File: config.mk
export PLATFORM = sky130hd
export DESIGN_NAME = stopwatch_bcd_counter
export DESIGN_NICKNAME = d
export VERILOG_FILES = /design/src/rtl/stopwatch_bcd_counter.sv
export SDC_FILE = /design/constraint.sdc
export NUM_CORES = 1
export LEC_CHECK = 0
export BUFFER_PORTS_ARGS = -buffer_cell sky130_fd_sc_hd__buf_2
export CORE_MARGIN = 1.5
export CORE_UTILIZATION = 57
export DETAILED_ROUTE_END_ITERATION = 6
export GPL_ROUTABILITY_DRIVEN = 0
export MAX_ROUTING_LAYER = met4
export PLACE_DENSITY_LB_ADDON = 0.05
export SLEW_MARGIN = 5
export SYNTH_ARGS = -nofsm -noshare
export SYNTH_HDL_FRONTEND = slang
export SYNTH_SLANG_ARGS = --single-unit
File: constraint.sdc
create_clock -name clk -period 4.4 [get_ports clk]
set_input_delay 1.1 -clock clk [delete_from_list [all_inputs] [get_ports clk]]
set_output_delay 1.1 -clock clk [all_outputs]
set_load 0.01 [all_outputs]
File: src/rtl/stopwatch_bcd_counter.sv
// MM:SS stopwatch feeding the 4-digit scan display; BCD digits {mt, mu, st, su}.
// Optional lap-hold snapshot on `digits` when STOPWATCH_LAP_HOLD_EN is defined.
module stopwatch_bcd_counter #(
  parameter int TICK_DIV = 50000000,
  parameter int PRESC_W  = 26
) (
  input  logic        clk,
  input  logic        rst,
  input  logic        start,
  input  logic        clr,
`ifdef STOPWATCH_LAP_HOLD_EN
  input  logic        lap,
  output logic        lap_active,
`endif
  output logic [15:0] digits,
  output logic        tick_o,
  output logic        running,
  output logic        ovf
);

  // state | meaning
  // IDLE  | cleared or reset, waiting for start
  // RUN   | prescaler advancing, digits step on terminal count
  // PAUSE | start dropped, prescaler and digits held
  typedef enum logic [1:0] {IDLE, RUN, PAUSE} state_t;

  localparam logic [PRESC_W-1:0] PRESC_MAX = PRESC_W'(TICK_DIV - 1);

  state_t             state, state_nx;
  logic [PRESC_W-1:0] presc;
  logic [15:0]        cnt, cnt_inc;
  logic               step, wrap;

  always_comb begin
    state_nx = state;
    case (state)
      IDLE:    if (start)  state_nx = RUN;
      RUN:     if (!start) state_nx = PAUSE;
      PAUSE:   if (start)  state_nx = RUN;
      default: state_nx = IDLE;
    endcase
  end

  assign step = (state == RUN) && (presc == PRESC_MAX);

  // Ripple carry through the four BCD digits; wrap marks 99:59 -> 00:00.
  always_comb begin
    cnt_inc = cnt;
    wrap    = 1'b0;
    if (cnt[3:0] != 4'd9) begin
      cnt_inc[3:0] = cnt[3:0] + 4'd1;
    end else begin
      cnt_inc[3:0] = 4'd0;
      if (cnt[7:4] != 4'd5) begin
        cnt_inc[7:4] = cnt[7:4] + 4'd1;
      end else begin
        cnt_inc[7:4] = 4'd0;
        if (cnt[11:8] != 4'd9) begin
          cnt_inc[11:8] = cnt[11:8] + 4'd1;
        end else begin
          cnt_inc[11:8] = 4'd0;
          if (cnt[15:12] != 4'd9) begin
            cnt_inc[15:12] = cnt[15:12] + 4'd1;
          end else begin
            cnt_inc[15:12] = 4'd0;
            wrap           = 1'b1;
          end
        end
      end
    end
  end

  always_ff @(posedge clk) begin
    if (rst || clr) begin
      state   <= IDLE;
      presc   <= '0;
      cnt     <= '0;
      tick_o  <= 1'b0;
      running <= 1'b0;
      ovf     <= 1'b0;
    end else begin
      state   <= state_nx;
      running <= (state_nx == RUN);
      tick_o  <= step;
      if (state == RUN) presc <= step ? '0 : presc + PRESC_W'(1);
      if (step) begin
        cnt <= cnt_inc;
        if (wrap) ovf <= 1'b1;
      end
    end
  end

`ifdef STOPWATCH_LAP_HOLD_EN
  logic        lap_q;
  logic [15:0] snap;

  always_ff @(posedge clk) begin
    if (rst || clr) begin
      lap_q      <= 1'b0;
      lap_active <= 1'b0;
      snap       <= '0;
    end else begin
      lap_q <= lap;
      if (lap && !lap_q) begin
        lap_active <= !lap_active;
        if (!lap_active) snap <= cnt;
      end
    end
  end

  // Both mux inputs are registers, so digits stays free of input paths.
  assign digits = lap_active ? snap : cnt;
`else
  assign digits = cnt;
`endif

endmodule

# ---- Word level (Yosys, flattened, before mapping)
# Index checks and enable logic that the tools add are counted.
dict set report op_classes {
  addsub 5
  n_bitwise 3
  muxes 12
  reduce_logical 8
  n_eq_ne 8
}
# cell n
set op_table {}
lappend op_table {{$add 26x1->26 const B} 1}
lappend op_table {{$eq 26x26->1 const B} 1}
lappend op_table {{$mux 26} 1}
lappend op_table {{$add 4x1->4 const B} 4}
lappend op_table {{$mux 4} 4}
lappend op_table {{$ne 4x4->1 const B} 3}
lappend op_table {{$eq 2x1->1 const B} 2}
lappend op_table {{$mux 1} 4}
lappend op_table {{$mux 2} 2}
lappend op_table {{$ne 4x3->1 const B} 1}
lappend op_table {{$pmux 2 s2} 1}
lappend op_table {{$reduce_and 2->1} 2}
lappend op_table {{$reduce_and 4->1} 1}
lappend op_table {{$not 1->1} 3}
lappend op_table {{$reduce_and 3->1} 1}
lappend op_table {{$eq 2x2->1 const B} 1}
lappend op_table {{$logic_not 2->1} 1}
lappend op_table {{$reduce_or 2->1} 1}
lappend op_table {{$logic_and 1x1->1} 1}
lappend op_table {{$logic_or 1x1->1} 1}
dict set report word_totals {
  input_bits 4
  output_inout_bits 19
  wordCells 45
  register_bits 47
}

# ---- Logic depth before layout (Yosys ltp)
# Gate-level depths: netlist (run 1).
dict set report depth {
  ltp_word 6
  mapped_depth 7
  ltp_nobuf 6
}

# ---- Worst setup path after synthesis (run 1)
# No wires, ideal clock.
dict set report synth_path {
  kind {flip-flop to flip-flop}
  from {reg presc[0]}
  to {reg cnt[10] (netlist: digits[10])}
  arrival_ps 1982
  setup_ps 135
  slack_ps 2283
  stages_incl_launch_ff 8
  cell_sequence {dfxtp_1 -> ha_1 -> nand4b_1 -> or4_1 -> or2_1 -> buf_2 -> o311ai_0 -> o41ai_1}
}
dict set report synth_between {
  elab_chain_cells 3
}
# item line
set synth_lines {}
lappend synth_lines {{start, declared} 30} ;# logic [PRESC_W-1:0] presc;
lappend synth_lines {{start signal, assigned} 85} ;# if (state == RUN) presc <= step ? '0 : presc + PRESC_W'(1);
lappend synth_lines {{$eq 26x26->1} 44} ;# assign step = (state == RUN) && (presc == PRESC_MAX);
lappend synth_lines {{$logic_and 1x1->1} 44}
lappend synth_lines {{$reduce_and 3->1 (no line)} --}
lappend synth_lines {{end signal, assigned} 87} ;# cnt <= cnt_inc;
lappend synth_lines {{end, declared} 31} ;# logic [15:0] cnt, cnt_inc;
# No other way between the ends.
# A chain may end at the register's enable or synchronous reset.

# ---- Worst setup path in the final report (run 1)
dict set report layout_path {
  from {reg presc[0]}
  to {reg presc[13]}
}
dict set report layout_between {
  elab_chain_cells 3
  elab_cells_between_ends 4
  cone_classes {add/sub (1); eq/ne (1); mux (1); reduce/logical (1)}
}
# item line
set layout_lines {}
lappend layout_lines {{branches (longest 2 deep; another with $add 26x1->26)} --}
lappend layout_lines {{$mux 26 (*)} 85}
# Every way passes the cells marked *.

==> results.toml, run 1 <==
[logic_synthesis]
yosysUniqueCellTypes = 43
netlist_instances = 268
synth-compound-area-share = 0.0893
yosys.area_share.simple = 0.347
synthesis.nets = 273
synth_warnings = 0
async_flop_share = 0
synth_xor_area_frac = 0.0971
synthesis.area_um2 = 2250
ys_ff_latch = 47
yosysSeqAreaShare = 0.417
synth_area_per_cell_um2 = 8.41
synth_edf_count = 0
yosys_most_used_dff = "dfxtp_1"
muxShareOfSynthArea = 0.0133
synthAdderAreaFrac = 0.00555
synth_top_family_by_area = "simple AND/OR/NAND/NOR gates"

[floorplanning]
placementRows = 22
initial_utilization = 0.607
dieArea_um2 = 4340
die_height_um = 65.9
die_x_um = 65.9
coreArea_um2 = 3720
num_io_pins = 23

[sta]
skew_ns = 0.00636
layout_min_cycle_time_ns = 2.52
grt_setup_unrepaired = "false"
finalCritPeriodShare = 0.574
slew_violations = 0
tns_ns = 0
fin_hold_ws_ns = 0.470
setup_viol = 0
finalHoldViolCount = 0
maxSlewHeadroom = 0.503
worst_pin_slew_ns = 0.744
fmax_ghz = 0.396

[cells_and_area]
final_util = 0.675
nets = 292
n_antenna_cell = 0
areaGrowthSynthToFinish_pct = 11.2
drive_gt1_frac = 0.132

[critical_path]
slowest_stage = "nand2_1"
cpPeakStageDelay_ns = 0.63
critPathKind = "flop to flop"
critPathTopFamily = "simple AND/OR/NAND/NOR gates"
worstPathCellList = "ha_1, nand4b_1, or4_1, or2_1, nand2_1, nor2_1"
path_max_fanout = 24
worst-path-buf-inv = 0
worstPathRequired_ns = 4.56
critPathLaunchType = "flop"
endpoint_kind = "flop"
arrival_ns = 2.68

[routing]
drtIter0Drc = 118
dr.pass1.iters = 4
postRouteAntennaNets = 0
wl_per_cell_um = 13.3
vias = 1915
drcViolationCount = 0
finalWirelength_mm = 4.45
avgViaCountPerCell = 5.70

[outcome]
outcome = "complete, no violations"

[clock_network]
clk_pin_slew_worst_paths_ns = 0.09
clk_latency_ns = 0.30
htreeDepth = 2
postCtsSetupRepairBufs = 0
cts_sinks = 47
cts_tree = "built"
cts_buffers = 5
cts.repair.resized = 0
clockRootBuffer = "clkbuf_8"
cts.hold.buffers_added = 0
clockBufferDepth = 2

[power_and_ir_drop]
leakage_uw = 0.000871
p_sw_frac = 0.199
p_switching_uw = 153
p_int_uw = 614
clkPwrFrac = 0.425
seq_power_share = 0.557
combPwrFrac = 0.018
power_per_cell_area_nw_per_um2 = 306
ir_drop_mv = 0.160

[global_routing]
grt_max_degree = 25
antenna_found_initial = 0
gr-total-overflow = 0
grt_usage = 0.238
grt_pass1_wl_mm = 7.87
grt_pass1_vias = 1793

[placed_design]
port_buffers = 22
dp_hpwl_mm = 3.15

[run]
drv_cap = 0

[min_path]
hold_path_class = "flop to flop"
==> per-layer routing <==
layer  routed length (µm)  GRT usage  up-vias
li1                     -          -      999
met3                  131     0.0409        5
met5                    0          -        -
met1                 2140      0.283      883
met4                   55     0.0781        0
met2                 2130      0.408       28
==> per-stage QoR <==
step	power [µW]	instance area (µm²)	cells	setup slack, ns
4_1_cts	773	2510	336	1.84
6_report	767	2510	336	1.88
3_5_place_dp	452	2390	328	1.85
2_1_floorplan	446	2250	268	2.28
5_1_grt	788	2510	336	1.62
3_3_place_gp	451	2390	328	1.90
==> power groups by stage <==
stage | combinational, µW | clock (µW) | sequential [µW]
4_1_cts | 14.3 | 332 | 427
3_5_place_dp | 14.3 | 0 | 437
3_3_place_gp | 14.3 | 0 | 437
6_report | 13.9 | 326 | 427
2_1_floorplan | 9.36 | 0 | 437
5_1_grt | 15.9 | 344 | 427
==> state kept, by name, indices dropped and copies added (netlist names) <==
signal,cells
running,1
presc,26
digits,16
tick_o,1
ovf,1
state,2
==> kinds of logic after synthesis <==
kind of cell    count (synthesis)
mux                             3
simple gates                  141
xor+xnor                       25
compound gates                 33
flops                          47
buf+inv                        18
fa+ha+maj                       1
==> layout by cell type (no fill, tap or decap), types with 5 or more instances in the layout <==
master,count
xnor2_1,9
xor2_1,16
nand3_1,9
nor3_1,6
clkbuf_8,6
a21oi_1,13
and3_1,8
nand2_1,25
nor2b_1,5
dfxtp_1,47
inv_1,7
buf_2,22
or3_1,5
o21ai_0,9
nor2_1,35
or4_1,5
nand4_1,18
==> cells in the mapped netlist, types with 2 or more instances <==
library cell / instances / share of area
and3_1: 8 / 0.022
xor2_1: 16 / 0.062
nand4b_1: 2 / 0.0078
mux2i_1: 3 / 0.013
dfxtp_1: 47 / 0.42
o21ai_0: 9 / 0.020
and4_1: 4 / 0.016
nand4_1: 18 / 0.050
a31o_2: 2 / 0.0078
and2_1: 2 / 0.0055
o311ai_0: 2 / 0.0078
nor4bb_1: 2 / 0.0089
nor4b_1: 2 / 0.0078
nor2_1: 35 / 0.058
nor3_1: 6 / 0.013
nor2b_1: 5 / 0.014
nand3_1: 9 / 0.020
nand2_1: 25 / 0.042
and4b_1: 2 / 0.0089
clkbuf_1: 10 / 0.017
nor4_1: 2 / 0.0055
or4_1: 5 / 0.017
inv_1: 7 / 0.012
a21oi_1: 13 / 0.029
or3_1: 5 / 0.014
xnor2_1: 9 / 0.035
and4bb_2: 2 / 0.011
==> worst reg2reg max path: cells and delay by family, from the launching register on <==
family / cells / cell delay, ns
adders and majority gates: 1 / 0.19
DFF: 1 / 0.38
and+or+nand+nor: 5 / 1.82
==> layout make-up <==
type                       instances  area (µm²)
timing repair buffer              23         118
tap                               48        60.1
clock inverter                     2        35.0
fill                             321        1210
multi-input combinational        203        1240
inverter                           7        26.3
clock buffer                       6        82.6
sequential                        47         941
==> worst paths after layout <==
kind	cells after the start	start	slack, ns	to
max	6	presc[0]$_SDFFE_PP0P_	1.88	presc[13]$_SDFFE_PP0P_
min	2	ovf$_SDFFE_PP0P_	0.47	ovf$_SDFFE_PP0P_
max reg2reg	6	presc[0]$_SDFFE_PP0P_	1.88	presc[13]$_SDFFE_PP0P_
min reg2reg	2	ovf$_SDFFE_PP0P_	0.47	ovf$_SDFFE_PP0P_
No activity file was read; power rests on OpenSTA's default activity.
==> run 2, diff against run 1 <==
Settings changed: ABC_AREA set to 1.
Clock period 4.4 ns to 2.4 ns, I/O delays scaled along.
==> run 2 against run 1 <==
  * Clock skew is 0.00070 ns higher
  * Clock power is 47% higher
  * Sequential power is 83% higher
  * Sequential cell count stayed put
  * Cell count is 43% higher
  * Utilization is 2.5 points lower
  * Combinational power grew to 2.7 times the previous value
  * Global-route usage is 0.36 points higher
  * Critical path depth is 2 higher
  * Hold slack worse by 0.0053 ns
  * Register-to-register slack worse by 1.6 ns
  * Power is 69% higher
  * Largest cell class unchanged
  * Largest power group unchanged
==> results.toml, run 2 <==
[outcome]
outcome = "complete, no violations"

[clock_network]
cts_sinks = 47
clockBufferDepth = 2
postCtsSetupRepairBufs = 0
cts_buffers = 5
clockRootBuffer = "clkbuf_8"
cts.hold.buffers_added = 0
clk_latency_ns = 0.30
cts_tree = "built"
clk_pin_slew_worst_paths_ns = 0.09
htreeDepth = 2
cts.repair.resized = 0

[critical_path]
worst-path-buf-inv = 1
slowest_stage = "nor2_2"
critPathTopFamily = "simple AND/OR/NAND/NOR gates"
worstPathRequired_ns = 2.61
endpoint_kind = "flop"
arrival_ns = 2.34
startpoint = "presc[0]$_SDFFE_PP0P_"
reg2reg_from = "presc[0]$_SDFFE_PP0P_"
cpPeakStageDelay_ns = 0.55
critPathLaunchType = "flop"
critPathKind = "flop to flop"
worstPathCellList = "ha_1, nand3_1, nor2_2, nand2_1, nor2_2, nor2_2, inv_1, nor3_1"
timing.critical_path.mode_cell = "nor2_2"
path_max_fanout = 19

[global_routing]
gr-total-overflow = 0
grt_usage = 0.242
grt_pass1_wl_mm = 9.64
antenna_found_initial = 0
grt_max_degree = 20
grt_pass1_vias = 2242

[cells_and_area]
largest_reg_flops = 26
multiInputGateArea_um2 = 1380
nets = 434
n_antenna_cell = 0
drive_gt1_frac = 0.121
largest-register = "presc"
areaGrowthSynthToFinish_pct = 9.54
fillers = 403
final_common_cell = "nand2_1"
regArea_um2 = 941
final_cell_mix = "93 x nand2_1, 79 x nor2_1, 56 x inv_1"

[min_path]
min_from = "start"
hold_path_class = "input pin to flop"

[logic_synthesis]
synth_edf_count = 0
synth_xor_area_frac = 0.0203
netlist_instances = 402
yosysTopAreaCellShare = 0.364
async_flop_share = 0
yosys_most_used_dff = "dfxtp_1"
netlist.top_cell.by_area = "dfxtp_1"
synthTopCellsByArea = "dfxtp_1 36%, nand2_1 14%, nor2_1 11%"
muxShareOfSynthArea = 0
synthesis.nets = 407
yosysSeqAreaShare = 0.364
yosys.area_share.simple = 0.423
synthesis.area_um2 = 2580
ys_ff_latch = 47
synth_top_family_by_area = "simple AND/OR/NAND/NOR gates"
yosysMostFrequentCell = "nand2_1"
yosysUniqueCellTypes = 30
synthAdderAreaFrac = 0.00484
synth_area_per_cell_um2 = 6.43
synth_common_cells = "93 x nand2_1, 79 x nor2_1, 56 x inv_1, 47 x dfxtp_1, 25 x nand3_1"
synth-compound-area-share = 0.0862
synth_warnings = 0

[sta]
skew_ns = 0.00706
finalCritPeriodShare = 0.887
slew_violations = 0
tns_ns = 0
fin_hold_ws_ns = 0.464
layout_min_cycle_time_ns = 2.13
fmax_ghz = 0.470
worst_pin_slew_ns = 0.723
grt_setup_unrepaired = "false"
setup_viol = 0
finalHoldViolCount = 0
maxSlewHeadroom = 0.517

[power_and_ir_drop]
p_int_uw = 995
p_sw_frac = 0.233
seq_power_share = 0.603
power_per_cell_area_nw_per_um2 = 459
p_switching_uw = 303
leakage_uw = 0.00109
ir_drop_mv = 0.242
clkPwrFrac = 0.368
combPwrFrac = 0.029

[routing]
drtIter0Drc = 154
postRouteAntennaNets = 0
avgViaCountPerCell = 5.15
dr.pass1.iters = 5
drcViolationCount = 0
vias = 2484
finalWirelength_mm = 5.54
wl_per_cell_um = 11.5

[run]
drv_cap = 0

[floorplanning]
num_io_pins = 23
initial_utilization = 0.593
dieArea_um2 = 4950
coreArea_um2 = 4350
die_height_um = 70.3
placementRows = 24
die_x_um = 70.3

[placed_design]
dp_hpwl_mm = 4.18
port_buffers = 22
run 2: changes by cell type in the layout (fill, tap and decap cells not counted), sizes merged, moves of 12 or more:
cell / previous run / this run
inv: 7 / 57
nand2: 25 / 95
nand3: 9 / 28
nor2: 35 / 89
xor2: 16 / 4
run 2: through the flow:
step	std cells	worst slack (ns)	util	area [µm²]	power [µW]
CTS	482	0.251	0.650	2830	1310
global route	482	0.0376	0.650	2830	1340
floorplan	402	0.850	-	2580	827
global placement	474	0.334	0.630	2740	838
detailed placement	474	0.221	0.630	2740	838
finish	482	0.270	0.650	2830	1300
run 2: worst register-to-register path: stages, from the launching register on:
cell and delay (ns):
dfxtp_1 0.34, ha_1 0.21, nand3_1 0.20, nor2_2 0.08, nand2_1 0.08, nor2_2 0.04, nor2_2 0.55, inv_1 0.27
nor3_1 0.27
run 2: final cells by class:
type                       count  area share
timing repair buffer          26      0.0495
inverter                      57      0.0756
sequential                    47       0.332
multi-input combinational    292       0.488
tap                           52      0.0230
clock buffer                   5      0.0243
clock inverter                 3     0.00707
run 2: power by group through the flow:
stage | clock network (µW) | registers (µW) | logic, µW
after global placement | 0 | 801 | 37.0
after global routing | 517 | 783 | 42.2
after CTS | 491 | 783 | 37.1
after detailed placement | 0 | 801 | 37.1
after floorplan | 0 | 801 | 26.4
final | 478 | 783 | 37.1
run 2: per-layer routing:
metal | up-vias | wire [µm] | track usage
met3 | 9 | 237 | 0.0447
met5 | - | 0 | -
met2 | 49 | 2560 | 0.387
li1 | 1330 | - | -
met1 | 1096 | 2630 | 0.306
met4 | 0 | 98 | 0.0833
run 2: worst paths after layout:
path                            slack [ns]  cells past startpoint                endpoint
worst max register to register        0.27                      8  presc[23]$_SDFFE_PP0P_
worst min-delay path                  0.46                      2     state[1]$_SDFF_PP0_
worst min register to register        0.47                      2        ovf$_SDFFE_PP0P_
worst max-delay path                  0.27                      8  presc[23]$_SDFFE_PP0P_
run 2: cells by family (layout without fill, tap and decap cells):
kind of cell	count (synthesis)	after routing
fa+ha+maj	1	1
buf+inv	63	91
flops	47	47
compound gates	42	42
simple gates	243	243
xor+xnor	6	6
